$ cat config.mk
export PLATFORM = sky130hd
export DESIGN_NAME = spi_slave_fifo_v2x_flat
export DESIGN_NICKNAME = d
export VERILOG_FILES = /design/src/rtl/spi_slave_fifo_v2x_if.sv /design/src/rtl/spi_slave_fifo_v2x.sv /design/src/flat_wrapper.sv
export SDC_FILE = /design/constraint.sdc
export NUM_CORES = 1
export LEC_CHECK = 0
export BUFFER_PORTS_ARGS = -buffer_cell sky130_fd_sc_hd__buf_4
export CORE_ASPECT_RATIO = 1.25
export CORE_MARGIN = 3
export CORE_UTILIZATION = 61
export CTS_CLUSTER_DIAMETER = 120
export DETAILED_ROUTE_END_ITERATION = 12
export PLACE_DENSITY = 0.87
export SETUP_SLACK_MARGIN = 0.02
export SLEW_MARGIN = 40
export SYNTH_ARGS = -nofsm -noshare
export SYNTH_HDL_FRONTEND = slang
export SYNTH_SLANG_ARGS = --single-unit
export TNS_END_PERCENT = 5
$ cat constraint.sdc
create_clock -name i_sys_clk -period 3.2 [get_ports i_sys_clk]
set_input_delay 0.32 -clock i_sys_clk [delete_from_list [all_inputs] [get_ports i_sys_clk]]
set_output_delay 0.32 -clock i_sys_clk [all_outputs]
set_load 0.005 [all_outputs]
$ cat src/rtl/spi_slave_fifo_v2x_if.sv
// Signal bundle for spi_slave_fifo_v2x: FIFO handshakes, status flags, SPI pins and mode straps.
// The slave modport is the FPGA-side view; the master modport is the command engine / ESP32 side.
interface spi_slave_fifo_v2x_if #(
  parameter int DATA_WIDTH = 16,
  parameter int FIFO_DEPTH = 8
);
  localparam int LW = $clog2(FIFO_DEPTH) + 1;

  logic [DATA_WIDTH-1:0] i_tx_data;
  logic                  i_tx_valid;
  logic                  o_tx_ready;
  logic [DATA_WIDTH-1:0] o_rx_data;
  logic                  o_rx_valid;
  logic                  i_rx_ready;
  logic [LW-1:0]         o_tx_level;
  logic [LW-1:0]         o_rx_level;
  logic                  o_tx_underrun;
  logic                  o_rx_overrun;
  logic                  o_frame_err;
  logic                  i_err_clr;
  logic                  o_cs_active;
  logic                  i_spi_sclk;
  logic                  i_spi_cs_n;
  logic                  i_spi_mosi;
  logic                  o_spi_miso;
  logic                  o_spi_miso_oe;
  logic                  i_cpol;
  logic                  i_cpha;
  logic                  i_lsb_first;

  modport slave (
    input  i_tx_data, i_tx_valid, i_rx_ready, i_err_clr,
    input  i_spi_sclk, i_spi_cs_n, i_spi_mosi, i_cpol, i_cpha, i_lsb_first,
    output o_tx_ready, o_rx_data, o_rx_valid, o_tx_level, o_rx_level,
    output o_tx_underrun, o_rx_overrun, o_frame_err, o_cs_active,
    output o_spi_miso, o_spi_miso_oe
  );

  modport master (
    output i_tx_data, i_tx_valid, i_rx_ready, i_err_clr,
    output i_spi_sclk, i_spi_cs_n, i_spi_mosi, i_cpol, i_cpha, i_lsb_first,
    input  o_tx_ready, o_rx_data, o_rx_valid, o_tx_level, o_rx_level,
    input  o_tx_underrun, o_rx_overrun, o_frame_err, o_cs_active,
    input  o_spi_miso, o_spi_miso_oe
  );
endinterface

$ cat src/rtl/spi_slave_fifo_v2x.sv
// Oversampled SPI slave (all CPOL/CPHA modes, MSB/LSB first) with TX/RX FIFOs for the V2X HSM link.
//
// state | meaning
// IDLE  | CS_n high, MISO low, waiting for synchronised CS fall
// LOAD  | one cycle: pop TX head (or TX_FILL) into the shift register
// SHIFT | sample/drive bits on SCLK edges, reload at each word boundary
module spi_slave_fifo_v2x #(
  parameter int                    DATA_WIDTH  = 16,
  parameter int                    FIFO_DEPTH  = 8,
  parameter int                    SYNC_STAGES = 2,
  parameter logic [DATA_WIDTH-1:0] TX_FILL     = '0
) (
  input logic                 i_sys_clk,
  input logic                 i_sys_rst,
  spi_slave_fifo_v2x_if.slave bus
);
  localparam int AW = $clog2(FIFO_DEPTH);
  localparam int LW = AW + 1;
  localparam int CW = $clog2(DATA_WIDTH + 1);

  typedef enum logic [1:0] {IDLE, LOAD, SHIFT} state_t;

  function automatic logic first_bit(input logic [DATA_WIDTH-1:0] w, input logic lsb);
    return lsb ? w[0] : w[DATA_WIDTH-1];
  endfunction

  function automatic logic [DATA_WIDTH-1:0] shift_out(input logic [DATA_WIDTH-1:0] w, input logic lsb);
    return lsb ? (w >> 1) : (w << 1);
  endfunction

  // CS chain resets to "low" so a reset taken mid-frame never sees a false CS fall
  logic [SYNC_STAGES-1:0] sclk_sync, cs_sync, mosi_sync;
  logic                   sclk_d, cs_d;

  always_ff @(posedge i_sys_clk or posedge i_sys_rst) begin
    if (i_sys_rst) begin
      sclk_sync <= '0;
      cs_sync   <= '0;
      mosi_sync <= '0;
      sclk_d    <= 1'b0;
      cs_d      <= 1'b0;
    end else begin
      sclk_sync <= {sclk_sync[SYNC_STAGES-2:0], bus.i_spi_sclk};
      cs_sync   <= {cs_sync[SYNC_STAGES-2:0], bus.i_spi_cs_n};
      mosi_sync <= {mosi_sync[SYNC_STAGES-2:0], bus.i_spi_mosi};
      sclk_d    <= sclk_sync[SYNC_STAGES-1];
      cs_d      <= cs_sync[SYNC_STAGES-1];
    end
  end

  logic sclk_q, cs_q, mosi_q;
  assign sclk_q = sclk_sync[SYNC_STAGES-1];
  assign cs_q   = cs_sync[SYNC_STAGES-1];
  assign mosi_q = mosi_sync[SYNC_STAGES-1];

  state_t                state;
  logic [CW-1:0]         cnt;
  logic [DATA_WIDTH-1:0] tx_sr, rx_sr;
  logic                  miso, cs_active, word_done, frame_err;
  logic                  cpol_r, cpha_r, lsb_r;

  logic cs_fall, cs_rise, lead_edge, trail_edge, sample_edge, drive_edge;
  assign cs_fall     = cs_d & ~cs_q;
  assign cs_rise     = ~cs_d & cs_q;
  assign lead_edge   = (sclk_q ^ sclk_d) & (sclk_d == cpol_r);
  assign trail_edge  = (sclk_q ^ sclk_d) & (sclk_q == cpol_r);
  assign sample_edge = cpha_r ? trail_edge : lead_edge;
  assign drive_edge  = cpha_r ? lead_edge : trail_edge;

  logic [DATA_WIDTH-1:0] tx_mem [FIFO_DEPTH];
  logic [DATA_WIDTH-1:0] rx_mem [FIFO_DEPTH];
  logic [AW-1:0]         tx_wr, tx_rd, rx_wr, rx_rd;
  logic [LW-1:0]         tx_lvl, rx_lvl;
  logic                  tx_full, tx_empty, rx_full, rx_empty;
  logic                  underrun, overrun;

  assign tx_full  = (tx_lvl == LW'(FIFO_DEPTH));
  assign tx_empty = (tx_lvl == '0);
  assign rx_full  = (rx_lvl == LW'(FIFO_DEPTH));
  assign rx_empty = (rx_lvl == '0);

  // CPHA=1 reloads together with the RX push; CPHA=0 waits for the drive edge after the last sample
  logic                  boundary, load_now;
  logic [DATA_WIDTH-1:0] load_word;
  assign boundary  = (state == SHIFT) && !cs_rise &&
                     (cpha_r ? word_done : (drive_edge && cnt == CW'(DATA_WIDTH)));
  assign load_now  = ((state == LOAD) && !cs_rise) || boundary;
  assign load_word = tx_empty ? TX_FILL : tx_mem[tx_rd];

  logic tx_push, tx_pop, rx_push, rx_pop, rx_wr_en;
  assign tx_push  = bus.i_tx_valid & ~tx_full;
  assign tx_pop   = load_now & ~tx_empty;
  assign rx_push  = word_done;
  assign rx_pop   = ~rx_empty & bus.i_rx_ready;
  assign rx_wr_en = rx_push & (~rx_full | rx_pop);

  always_ff @(posedge i_sys_clk or posedge i_sys_rst) begin
    if (i_sys_rst) begin
      state     <= IDLE;
      cnt       <= '0;
      tx_sr     <= '0;
      rx_sr     <= '0;
      miso      <= 1'b0;
      cs_active <= 1'b0;
      word_done <= 1'b0;
      frame_err <= 1'b0;
      cpol_r    <= 1'b0;
      cpha_r    <= 1'b0;
      lsb_r     <= 1'b0;
    end else begin
      word_done <= 1'b0;
      frame_err <= 1'b0;
      case (state)
        IDLE: begin
          miso      <= 1'b0;
          cs_active <= 1'b0;
          cnt       <= '0;
          if (cs_fall) begin
            cpol_r    <= bus.i_cpol;
            cpha_r    <= bus.i_cpha;
            lsb_r     <= bus.i_lsb_first;
            cs_active <= 1'b1;
            state     <= LOAD;
          end
        end
        LOAD, SHIFT: begin
          if (cs_rise) begin
            frame_err <= (cnt != '0) && (cnt != CW'(DATA_WIDTH));
            miso      <= 1'b0;
            cs_active <= 1'b0;
            cnt       <= '0;
            state     <= IDLE;
          end else if (load_now) begin
            tx_sr <= cpha_r ? load_word : shift_out(load_word, lsb_r);
            if (!cpha_r) miso <= first_bit(load_word, lsb_r);
            cnt   <= '0;
            state <= SHIFT;
          end else begin
            if (sample_edge && cnt != CW'(DATA_WIDTH)) begin
              rx_sr     <= lsb_r ? {mosi_q, rx_sr[DATA_WIDTH-1:1]}
                                 : {rx_sr[DATA_WIDTH-2:0], mosi_q};
              cnt       <= cnt + CW'(1);
              word_done <= (cnt == CW'(DATA_WIDTH - 1));
            end
            if (drive_edge) begin
              miso  <= first_bit(tx_sr, lsb_r);
              tx_sr <= shift_out(tx_sr, lsb_r);
            end
          end
        end
        default: state <= IDLE;
      endcase
    end
  end

  // storage carries no reset; emptiness is defined by the pointers and levels alone
  always_ff @(posedge i_sys_clk) begin
    if (tx_push)  tx_mem[tx_wr] <= bus.i_tx_data;
    if (rx_wr_en) rx_mem[rx_wr] <= rx_sr;
  end

  always_ff @(posedge i_sys_clk or posedge i_sys_rst) begin
    if (i_sys_rst) begin
      tx_wr    <= '0;
      tx_rd    <= '0;
      rx_wr    <= '0;
      rx_rd    <= '0;
      tx_lvl   <= '0;
      rx_lvl   <= '0;
      underrun <= 1'b0;
      overrun  <= 1'b0;
    end else begin
      if (tx_push)  tx_wr <= tx_wr + AW'(1);
      if (tx_pop)   tx_rd <= tx_rd + AW'(1);
      if (rx_wr_en) rx_wr <= rx_wr + AW'(1);
      if (rx_pop)   rx_rd <= rx_rd + AW'(1);
      case ({tx_push, tx_pop})
        2'b10:   tx_lvl <= tx_lvl + LW'(1);
        2'b01:   tx_lvl <= tx_lvl - LW'(1);
        default: ;
      endcase
      case ({rx_wr_en, rx_pop})
        2'b10:   rx_lvl <= rx_lvl + LW'(1);
        2'b01:   rx_lvl <= rx_lvl - LW'(1);
        default: ;
      endcase
      underrun <= (underrun & ~bus.i_err_clr) | (load_now & tx_empty);
      overrun  <= (overrun & ~bus.i_err_clr) | (rx_push & rx_full & ~rx_pop);
    end
  end

  assign bus.o_tx_ready    = ~tx_full;
  assign bus.o_tx_level    = tx_lvl;
  assign bus.o_rx_level    = rx_lvl;
  assign bus.o_rx_valid    = ~rx_empty;
  assign bus.o_rx_data     = rx_empty ? '0 : rx_mem[rx_rd];
  assign bus.o_tx_underrun = underrun;
  assign bus.o_rx_overrun  = overrun;
  assign bus.o_frame_err   = frame_err;
  assign bus.o_cs_active   = cs_active;
  assign bus.o_spi_miso    = miso;
  assign bus.o_spi_miso_oe = cs_active;
endmodule

$ cat src/flat_wrapper.sv
// flat-port wrapper written by rule: the top's interface ports become plain ports
module spi_slave_fifo_v2x_flat 
#(
  parameter int                    DATA_WIDTH  = 16,
  parameter int                    FIFO_DEPTH  = 8,
  parameter int                    SYNC_STAGES = 2,
  parameter logic [DATA_WIDTH-1:0] TX_FILL     = '0
)
  (i_sys_clk, i_sys_rst, bus_i_tx_data, bus_i_tx_valid, bus_i_rx_ready, bus_i_err_clr, bus_i_spi_sclk, bus_i_spi_cs_n, bus_i_spi_mosi, bus_i_cpol, bus_i_cpha, bus_i_lsb_first, bus_o_tx_ready, bus_o_rx_data, bus_o_rx_valid, bus_o_tx_level, bus_o_rx_level, bus_o_tx_underrun, bus_o_rx_overrun, bus_o_frame_err, bus_o_cs_active, bus_o_spi_miso, bus_o_spi_miso_oe);
  spi_slave_fifo_v2x_if #(.DATA_WIDTH(DATA_WIDTH), .FIFO_DEPTH(FIFO_DEPTH)) bus_i ();
  input logic i_sys_clk;
  input logic i_sys_rst;
  input wire logic [$bits(bus_i.i_tx_data)-1:0] bus_i_tx_data;
  input wire logic [$bits(bus_i.i_tx_valid)-1:0] bus_i_tx_valid;
  input wire logic [$bits(bus_i.i_rx_ready)-1:0] bus_i_rx_ready;
  input wire logic [$bits(bus_i.i_err_clr)-1:0] bus_i_err_clr;
  input wire logic [$bits(bus_i.i_spi_sclk)-1:0] bus_i_spi_sclk;
  input wire logic [$bits(bus_i.i_spi_cs_n)-1:0] bus_i_spi_cs_n;
  input wire logic [$bits(bus_i.i_spi_mosi)-1:0] bus_i_spi_mosi;
  input wire logic [$bits(bus_i.i_cpol)-1:0] bus_i_cpol;
  input wire logic [$bits(bus_i.i_cpha)-1:0] bus_i_cpha;
  input wire logic [$bits(bus_i.i_lsb_first)-1:0] bus_i_lsb_first;
  output wire logic [$bits(bus_i.o_tx_ready)-1:0] bus_o_tx_ready;
  output wire logic [$bits(bus_i.o_rx_data)-1:0] bus_o_rx_data;
  output wire logic [$bits(bus_i.o_rx_valid)-1:0] bus_o_rx_valid;
  output wire logic [$bits(bus_i.o_tx_level)-1:0] bus_o_tx_level;
  output wire logic [$bits(bus_i.o_rx_level)-1:0] bus_o_rx_level;
  output wire logic [$bits(bus_i.o_tx_underrun)-1:0] bus_o_tx_underrun;
  output wire logic [$bits(bus_i.o_rx_overrun)-1:0] bus_o_rx_overrun;
  output wire logic [$bits(bus_i.o_frame_err)-1:0] bus_o_frame_err;
  output wire logic [$bits(bus_i.o_cs_active)-1:0] bus_o_cs_active;
  output wire logic [$bits(bus_i.o_spi_miso)-1:0] bus_o_spi_miso;
  output wire logic [$bits(bus_i.o_spi_miso_oe)-1:0] bus_o_spi_miso_oe;
  assign bus_i.i_tx_data = bus_i_tx_data;
  assign bus_i.i_tx_valid = bus_i_tx_valid;
  assign bus_i.i_rx_ready = bus_i_rx_ready;
  assign bus_i.i_err_clr = bus_i_err_clr;
  assign bus_i.i_spi_sclk = bus_i_spi_sclk;
  assign bus_i.i_spi_cs_n = bus_i_spi_cs_n;
  assign bus_i.i_spi_mosi = bus_i_spi_mosi;
  assign bus_i.i_cpol = bus_i_cpol;
  assign bus_i.i_cpha = bus_i_cpha;
  assign bus_i.i_lsb_first = bus_i_lsb_first;
  assign bus_o_tx_ready = bus_i.o_tx_ready;
  assign bus_o_rx_data = bus_i.o_rx_data;
  assign bus_o_rx_valid = bus_i.o_rx_valid;
  assign bus_o_tx_level = bus_i.o_tx_level;
  assign bus_o_rx_level = bus_i.o_rx_level;
  assign bus_o_tx_underrun = bus_i.o_tx_underrun;
  assign bus_o_rx_overrun = bus_i.o_rx_overrun;
  assign bus_o_frame_err = bus_i.o_frame_err;
  assign bus_o_cs_active = bus_i.o_cs_active;
  assign bus_o_spi_miso = bus_i.o_spi_miso;
  assign bus_o_spi_miso_oe = bus_i.o_spi_miso_oe;
  spi_slave_fifo_v2x #(.DATA_WIDTH(DATA_WIDTH), .FIFO_DEPTH(FIFO_DEPTH), .SYNC_STAGES(SYNC_STAGES), .TX_FILL(TX_FILL)) u_core (.i_sys_clk(i_sys_clk), .i_sys_rst(i_sys_rst), .bus(bus_i));
endmodule
Word level (Yosys, flattened, before mapping):

Memory sizes are Yosys's and may differ from the RTL's.
Index checks and enable logic that the tools add are counted.
W data, S select, Z words.

* word-level logic and storage cells: 146
* register bits: 76
* output and inout bits: 32
* memory bits (writable): 256
* memories kept: 2
* input port bits: 27

Memory list
* u_core.rx_mem: words 8, width 16, read ports 1, clocked after Yosys merged registers in 0, wr ports 1, RTL line spi_slave_fifo_v2x.sv:71 `logic [DATA_WIDTH-1:0] rx_mem [FIFO_DEPTH];`
* u_core.tx_mem: words 8, width 16, read ports 1, clocked after Yosys merged registers in 0, wr ports 1, RTL line spi_slave_fifo_v2x.sv:70 `logic [DATA_WIDTH-1:0] tx_mem [FIFO_DEPTH];`

* reductions and logical operators: 24
* bitwise gates (word level): 27
* add/subtract/negate cells: 9
* equal/unequal tests: 19
* mux-type cells: 41

Operators by type and width (number)
* $mux W16: 8
* $mux W1: 21
* $pmux W4 S2: 2
* $mux W5: 3
* $and A1 B1 Y1: 13
* $add A3 B1 Y3 const B: 4
* $not A1 Y1: 10
* $pmux W5 S2: 1
* $add A4 B1 Y4 const B: 2
* $eq A4 B4 Y1 const B: 2
* $logic_not A4 Y1: 2
* $ne A4 B1 Y1 const B: 2
* $reduce_and A2 Y1: 4
* $reduce_bool A2 Y1: 4
* $sub A4 B1 Y4 const B: 2
* $eq A2 B1 Y1 const B: 3
* $eq A2 B2 Y1 const B: 3
* $logic_and A1 B1 Y1: 6
* $mux W2: 3
* $reduce_and A3 Y1: 2
* $add A5 B1 Y5 const B: 1
* $eq A5 B4 Y1 const B: 1
* $eq A5 B5 Y1 const B: 1
* $ne A5 B5 Y1 const B: 1
* 14 further kinds: 19

Logic depth before layout (Yosys ltp):

* depth after elaboration: 10
* gate-level depth with buffers: 14
* depth with buffers taken out: 13

Worst setup path after synthesis:

OpenSTA, ideal clock, no wires.

* path type: register to register
* start point: register u_core.cnt[0]
* end point: register u_core.tx_lvl[2] (netlist: u_core.bus.o_tx_level[2])
* library setup time: 0.129 ns
* period minus slack after synthesis: 2.774 ns
* cell stages (with the launch flop): 15
* slack: 0.426 ns
* required time: 3.071 ns
* path buffers: 1
* arrival time: 2.645 ns
* cells stage by stage: dfrtp_1 -> inv_1 -> ha_1 -> and4bb_2 -> o211a_2 -> buf_4 -> o21ai_2 -> nor2_1 -> ha_1 -> xor2_1 -> ha_1 -> a21oi_1 -> xor2_1 -> nor2_1 -> xor2_1

* longest elaborated chain between the ends: 8
* elaborated cells between the ends (all ways): 10

Ends and longest elaborated chain
* start, declared: RTL line spi_slave_fifo_v2x.sv:57 `logic [CW-1:0] cnt;`
* start signal, assigned: RTL line spi_slave_fifo_v2x.sv:142 `cnt <= cnt + CW'(1);`
* $eq A5 B5 Y1 *: RTL line spi_slave_fifo_v2x.sv:86 `(cpha_r ? word_done : (drive_edge && cnt == CW'(DATA_WIDTH)));`
* $logic_and A1 B1 Y1 *: RTL line spi_slave_fifo_v2x.sv:86
* $mux W1 *: RTL line spi_slave_fifo_v2x.sv:86
* $logic_and A1 B1 Y1 *: RTL line spi_slave_fifo_v2x.sv:85 `assign boundary = (state == SHIFT) && !cs_rise &&`
* $logic_or A1 B1 Y1 *: RTL line spi_slave_fifo_v2x.sv:87 `assign load_now = ((state == LOAD) && !cs_rise) || boundary;`
* $and A1 B1 Y1 *: RTL line spi_slave_fifo_v2x.sv:92 `assign tx_pop = load_now & ~tx_empty;`
* net u_core.tx_pop: RTL line spi_slave_fifo_v2x.sv:90 `logic tx_push, tx_pop, rx_push, rx_pop, rx_wr_en;`
* $eq A2 B1 Y1 or $eq A2 B2 Y1 (tied branches): RTL line spi_slave_fifo_v2x.sv:177 `case ({tx_push, tx_pop})`
* $pmux W4 S2 or $reduce_bool A2 Y1 (tied branches)
* end signal, assigned: RTL line spi_slave_fifo_v2x.sv:178 `2'b10: tx_lvl <= tx_lvl + LW'(1);`
* end signal, assigned: RTL line spi_slave_fifo_v2x.sv:179 `2'b01: tx_lvl <= tx_lvl - LW'(1);`
* end, declared: RTL line spi_slave_fifo_v2x.sv:73 `logic [LW-1:0] tx_lvl, rx_lvl;`

Mark *: on every way through the listed nets, which the timed path passes. The rest lies on a longest branch.
A chain may end at the register's enable or synchronous reset.

Final worst setup path:

* start point: register u_core.rx_rd[0]
* end point: output port bus_o_rx_data[6]

* longest elaborated chain between the ends: 2

Ends and longest elaborated chain
* start, declared: RTL line spi_slave_fifo_v2x.sv:72 `logic [AW-1:0] tx_wr, tx_rd, rx_wr, rx_rd;`
* start signal, assigned: RTL line spi_slave_fifo_v2x.sv:176 `if (rx_pop) rx_rd <= rx_rd + AW'(1);`
* $mem_v2 Z8 W16
* $mux W16: RTL line spi_slave_fifo_v2x.sv:196 `assign bus.o_rx_data = rx_empty ? '0 : rx_mem[rx_rd];`
* end, declared: RTL line flat_wrapper.sv:24 `output wire logic [$bits(bus_i.o_rx_data)-1:0] bus_o_rx_data;`

No other way between the ends.

==> metrics.txt <==
# TYPE chip_impl_metric gauge
chip_impl_info{name="outcome",value="completed"} 1
chip_impl_metric{name="layout_worst_path_cycle_share",unit=""} 0.883
chip_impl_info{name="crit_type",value="reg -> out"} 1
chip_impl_metric{name="yosys_warnings",unit=""} 0
chip_impl_metric{name="vias_per_cell",unit=""} 6.28
chip_impl_metric{name="pre_cts_slack",unit="ps"} 505
chip_impl_metric{name="area_growth",unit="%"} 15.6
chip_impl_metric{name="postSynthCellCount",unit=""} 825
chip_impl_metric{name="final_antenna_net_count",unit=""} 0
chip_impl_metric{name="synth-simple-area-share",unit=""} 0.0537
chip_impl_metric{name="all_layer_gr_usage",unit=""} 0.246
chip_impl_metric{name="maxClockFrequency",unit="MHz"} 354
chip_impl_metric{name="grt_start_max_net_pins",unit=""} 51
chip_impl_metric{name="tightestPinTransition",unit="ps"} 769
chip_impl_metric{name="total_global_routing_overflow",unit=""} 0
chip_impl_info{name="root_buffer",value="clkbuf_16"} 1
chip_impl_metric{name="report.final.setup_viol",unit=""} 0
chip_impl_metric{name="globalplace.congestion",unit=""} 0.876
chip_impl_metric{name="number_of_antenna_violations_at_the_first_check_in_global_routing",unit=""} 0
chip_impl_metric{name="clock_latency",unit="ps"} 560
chip_impl_metric{name="drt_iter0_drc",unit=""} 528
chip_impl_metric{name="cts_num_sinks",unit=""} 332
chip_impl_metric{name="clock_path_buffers",unit=""} 3
chip_impl_metric{name="synth_area_per_cell",unit="sq um"} 17.1
chip_impl_metric{name="placement.io_buffers",unit=""} 58
chip_impl_metric{name="timing.critical_path.arrival",unit="ps"} 2500
chip_impl_info{name="leading_cell_type_in_the_layout_fill_and_taps_excluded",value="edfxtp_1"} 1
chip_impl_metric{name="timing.final.ws_setup",unit="ps"} 376
chip_impl_metric{name="netlist-cell-type-count",unit=""} 71
chip_impl_metric{name="drt-total-wl",unit="um"} 29800
chip_impl_info{name="dominant_combinational_cell_family_by_area_after_synthesis",value="multiplexers"} 1
chip_impl_metric{name="detailed_placer_s_ending_hpwl",unit="um"} 17600
chip_impl_metric{name="route.vias.total",unit=""} 7794
chip_impl_metric{name="cp_max_fo",unit=""} 16
chip_impl_info{name="hold_class",value="in -> reg"} 1
chip_impl_info{name="crit_start_category",value="register"} 1
chip_impl_metric{name="post_cts_resized",unit=""} 0
chip_impl_metric{name="placementRows",unit=""} 61
chip_impl_metric{name="synth_edf_count",unit=""} 256
chip_impl_metric{name="cts.clk_slew.worst_paths",unit="ps"} 70
chip_impl_metric{name="synth_seq_area_share",unit=""} 0.681
chip_impl_metric{name="cap_viol_max_count",unit=""} 0
chip_impl_metric{name="post-route-drc-count",unit=""} 0
chip_impl_metric{name="number_of_global_route_vias_before_repair",unit=""} 8307
chip_impl_metric{name="mappedNetlistArea",unit="sq um"} 14100
chip_impl_info{name="grt_setup_unrepaired",value="no"} 1
chip_impl_metric{name="cts_post_setup_buffers_inserted",unit=""} 0
chip_impl_metric{name="finalNetCount",unit=""} 981
chip_impl_metric{name="post_route_cells_drive_above_1_share",unit=""} 0.260
chip_impl_metric{name="net_count_after_synthesis",unit=""} 870
chip_impl_metric{name="core-area",unit="sq um"} 22400
chip_impl_info{name="postSynth.topFlopCell",value="edfxtp_1"} 1
chip_impl_metric{name="dieHeight",unit="um"} 176
chip_impl_info{name="cp-end-kind",value="primary output"} 1
chip_impl_metric{name="seq_area",unit="sq um"} 9600
chip_impl_metric{name="initial_core_util",unit=""} 0.627
chip_impl_metric{name="synth_area_in_adders",unit=""} 0.0165
chip_impl_metric{name="synth.mux.area_fraction",unit=""} 0.164
chip_impl_metric{name="fillerInstances",unit=""} 1335
chip_impl_metric{name="fp.dieArea",unit="sq um"} 24900
chip_impl_metric{name="synth-xor-area-share",unit=""} 0.00996
chip_impl_metric{name="top_level_ports",unit=""} 59
chip_impl_metric{name="setup-tns-final",unit="ps"} 0
chip_impl_metric{name="grt_pass1_wl",unit="um"} 47000
chip_impl_metric{name="final-hold-violation-count",unit=""} 0
chip_impl_info{name="layout_common_cells",value="edfxtp_1 (256), buf_4 (99), dfrtp_1 (73)"} 1
chip_impl_metric{name="drt_pre_antenna_iters",unit=""} 5
chip_impl_metric{name="synth_async_reset_ratio",unit=""} 0.229
chip_impl_metric{name="drt-wirelength-per-cell",unit="um"} 24.0
chip_impl_metric{name="cp_data_required_time",unit="ps"} 2880
chip_impl_metric{name="antenna_cells_inserted",unit=""} 0
chip_impl_metric{name="multi_input_area",unit="sq um"} 4210
chip_impl_metric{name="slew_violations",unit=""} 0
chip_impl_metric{name="cts-hold-fix-buffers",unit=""} 22
chip_impl_metric{name="fin_skew",unit="ps"} 12.3
chip_impl_metric{name="ir_worst_vdd",unit="mV"} 0.738
chip_impl_info{name="cts_tree",value="yes"} 1
chip_impl_metric{name="total_of_flip_flops_plus_latches_after_synthesis",unit=""} 332
chip_impl_metric{name="power.leakage",unit="uW"} 0.00589
chip_impl_metric{name="slew_headroom",unit=""} 0.488
chip_impl_metric{name="htreeDepth",unit=""} 1
chip_impl_metric{name="cts_buffers",unit=""} 29
chip_impl_metric{name="power.density",unit="nW/um^2"} 910
chip_impl_metric{name="synth_compound_gate_area_share",unit=""} 0.0520
chip_impl_metric{name="post-route-min-period",unit="ps"} 2820
chip_impl_metric{name="die_w",unit="um"} 142
-- synth_stat cells, drive strengths merged, types with 3 or more instances --
library cell,instances,share of area
xnor2,9,0.0056
xor2,7,0.0044
o22a,9,0.0056
and2,4,0.0020
edfxtp,256,0.55
ha,17,0.015
mux2i,59,0.042
nor3,8,0.0032
dfrtp,76,0.14
nand3b,4,0.0021
a211oi,4,0.0021
nor2b,7,0.0031
mux2,22,0.018
nand2,29,0.0077
nor2,61,0.016
buf,23,0.011
a31oi,3,0.0013
o22ai,6,0.0027
nand3,12,0.0043
clkbuf,20,0.0053
o2111ai,9,0.0056
a21oi,27,0.0096
nand2b,10,0.0044
mux4,64,0.10
inv,20,0.0053
o211ai,8,0.0052
o21ai,10,0.0038
-- flip-flops by register name, summed over array words and instances, names as in the netlist, 4 cells and up --
signal / count
u_core.rx_mem: 128
u_core.tx_mem: 128
u_core.rx_sr: 16
u_core.tx_sr: 16
u_core.cnt: 5
u_core.bus.o_rx_level: 4
u_core.bus.o_tx_level: 4
-- critical path, cell delays in order (launching register included) --
cell     delay, ps
dfrtp_2        570
buf_4          380
mux4_2         560
mux2i_1        200
nor2_1          80
buf_4          140
-- final timing paths --
kind                                            end  cells after the start  slack (ps)               from
hold / removal                  u_core.tx_mem[6][7]                      1          30   bus_i_tx_data[7]
hold reg to reg                   u_core.cs_sync[1]                      0         360  u_core.cs_sync[0]
max in group asynchronous           u_core.rx_rd[0]                      4        2160          i_sys_rst
setup reg to reg           u_core.bus.o_tx_level[2]                     12         460    u_core.state[0]
min in group asynchronous           u_core.rx_sr[7]                      3         360          i_sys_rst
setup / recovery                   bus_o_rx_data[6]                      5         380    u_core.rx_rd[0]
-- cell families after synthesis --
group | after synthesis
DFF | 332
AOI/OAI and AO/OA | 100
xor gates and xnor gates | 16
buffers and inverters | 63
adders and majority gates | 18
and+or+nand+nor | 151
muxes | 145
-- stage by stage --
step,hold slack (ps),std cells,utilization,total power (uW),area [sq um]
after global routing,17.7,1242,0.725,15500,16300
after CTS,4.84,1242,0.725,14800,16300
final,31.7,1242,0.725,14800,16300
after floorplan,331,825,-,9480,14100
after global placement,334,1166,0.669,10800,15000
after detailed placement,344,1166,0.669,11000,15000
-- layout make-up --
class                           count  area share
Sequential cell                   332       0.590
Multi-Input combinational cell    430       0.258
Timing Repair Buffer              123      0.0617
Clock buffer                       33      0.0455
Tap cell                          283      0.0218
Clock inverter                     21      0.0183
Inverter                           20     0.00469
-- where the power goes --
group | total, uW | switching, uW | internal, uW | leakage [uW]
clock network | 3800 | 1550 | 2240 | 0.000501
logic | 4620 | 2230 | 2400 | 0.00219
registers | 6390 | 921 | 5470 | 0.00319
-- per-layer routing --
layer / track usage / part of all wire / vias to the layer above
li1: - / - / 3465
met1: 0.294 / 0.36 / 3979
met2: 0.449 / 0.55 / 272
met3: 0.0321 / 0.050 / 78
met4: 0.0976 / 0.036 / 0
met5: 0 / 0 / -
No activity file was read; power rests on OpenSTA's default activity.
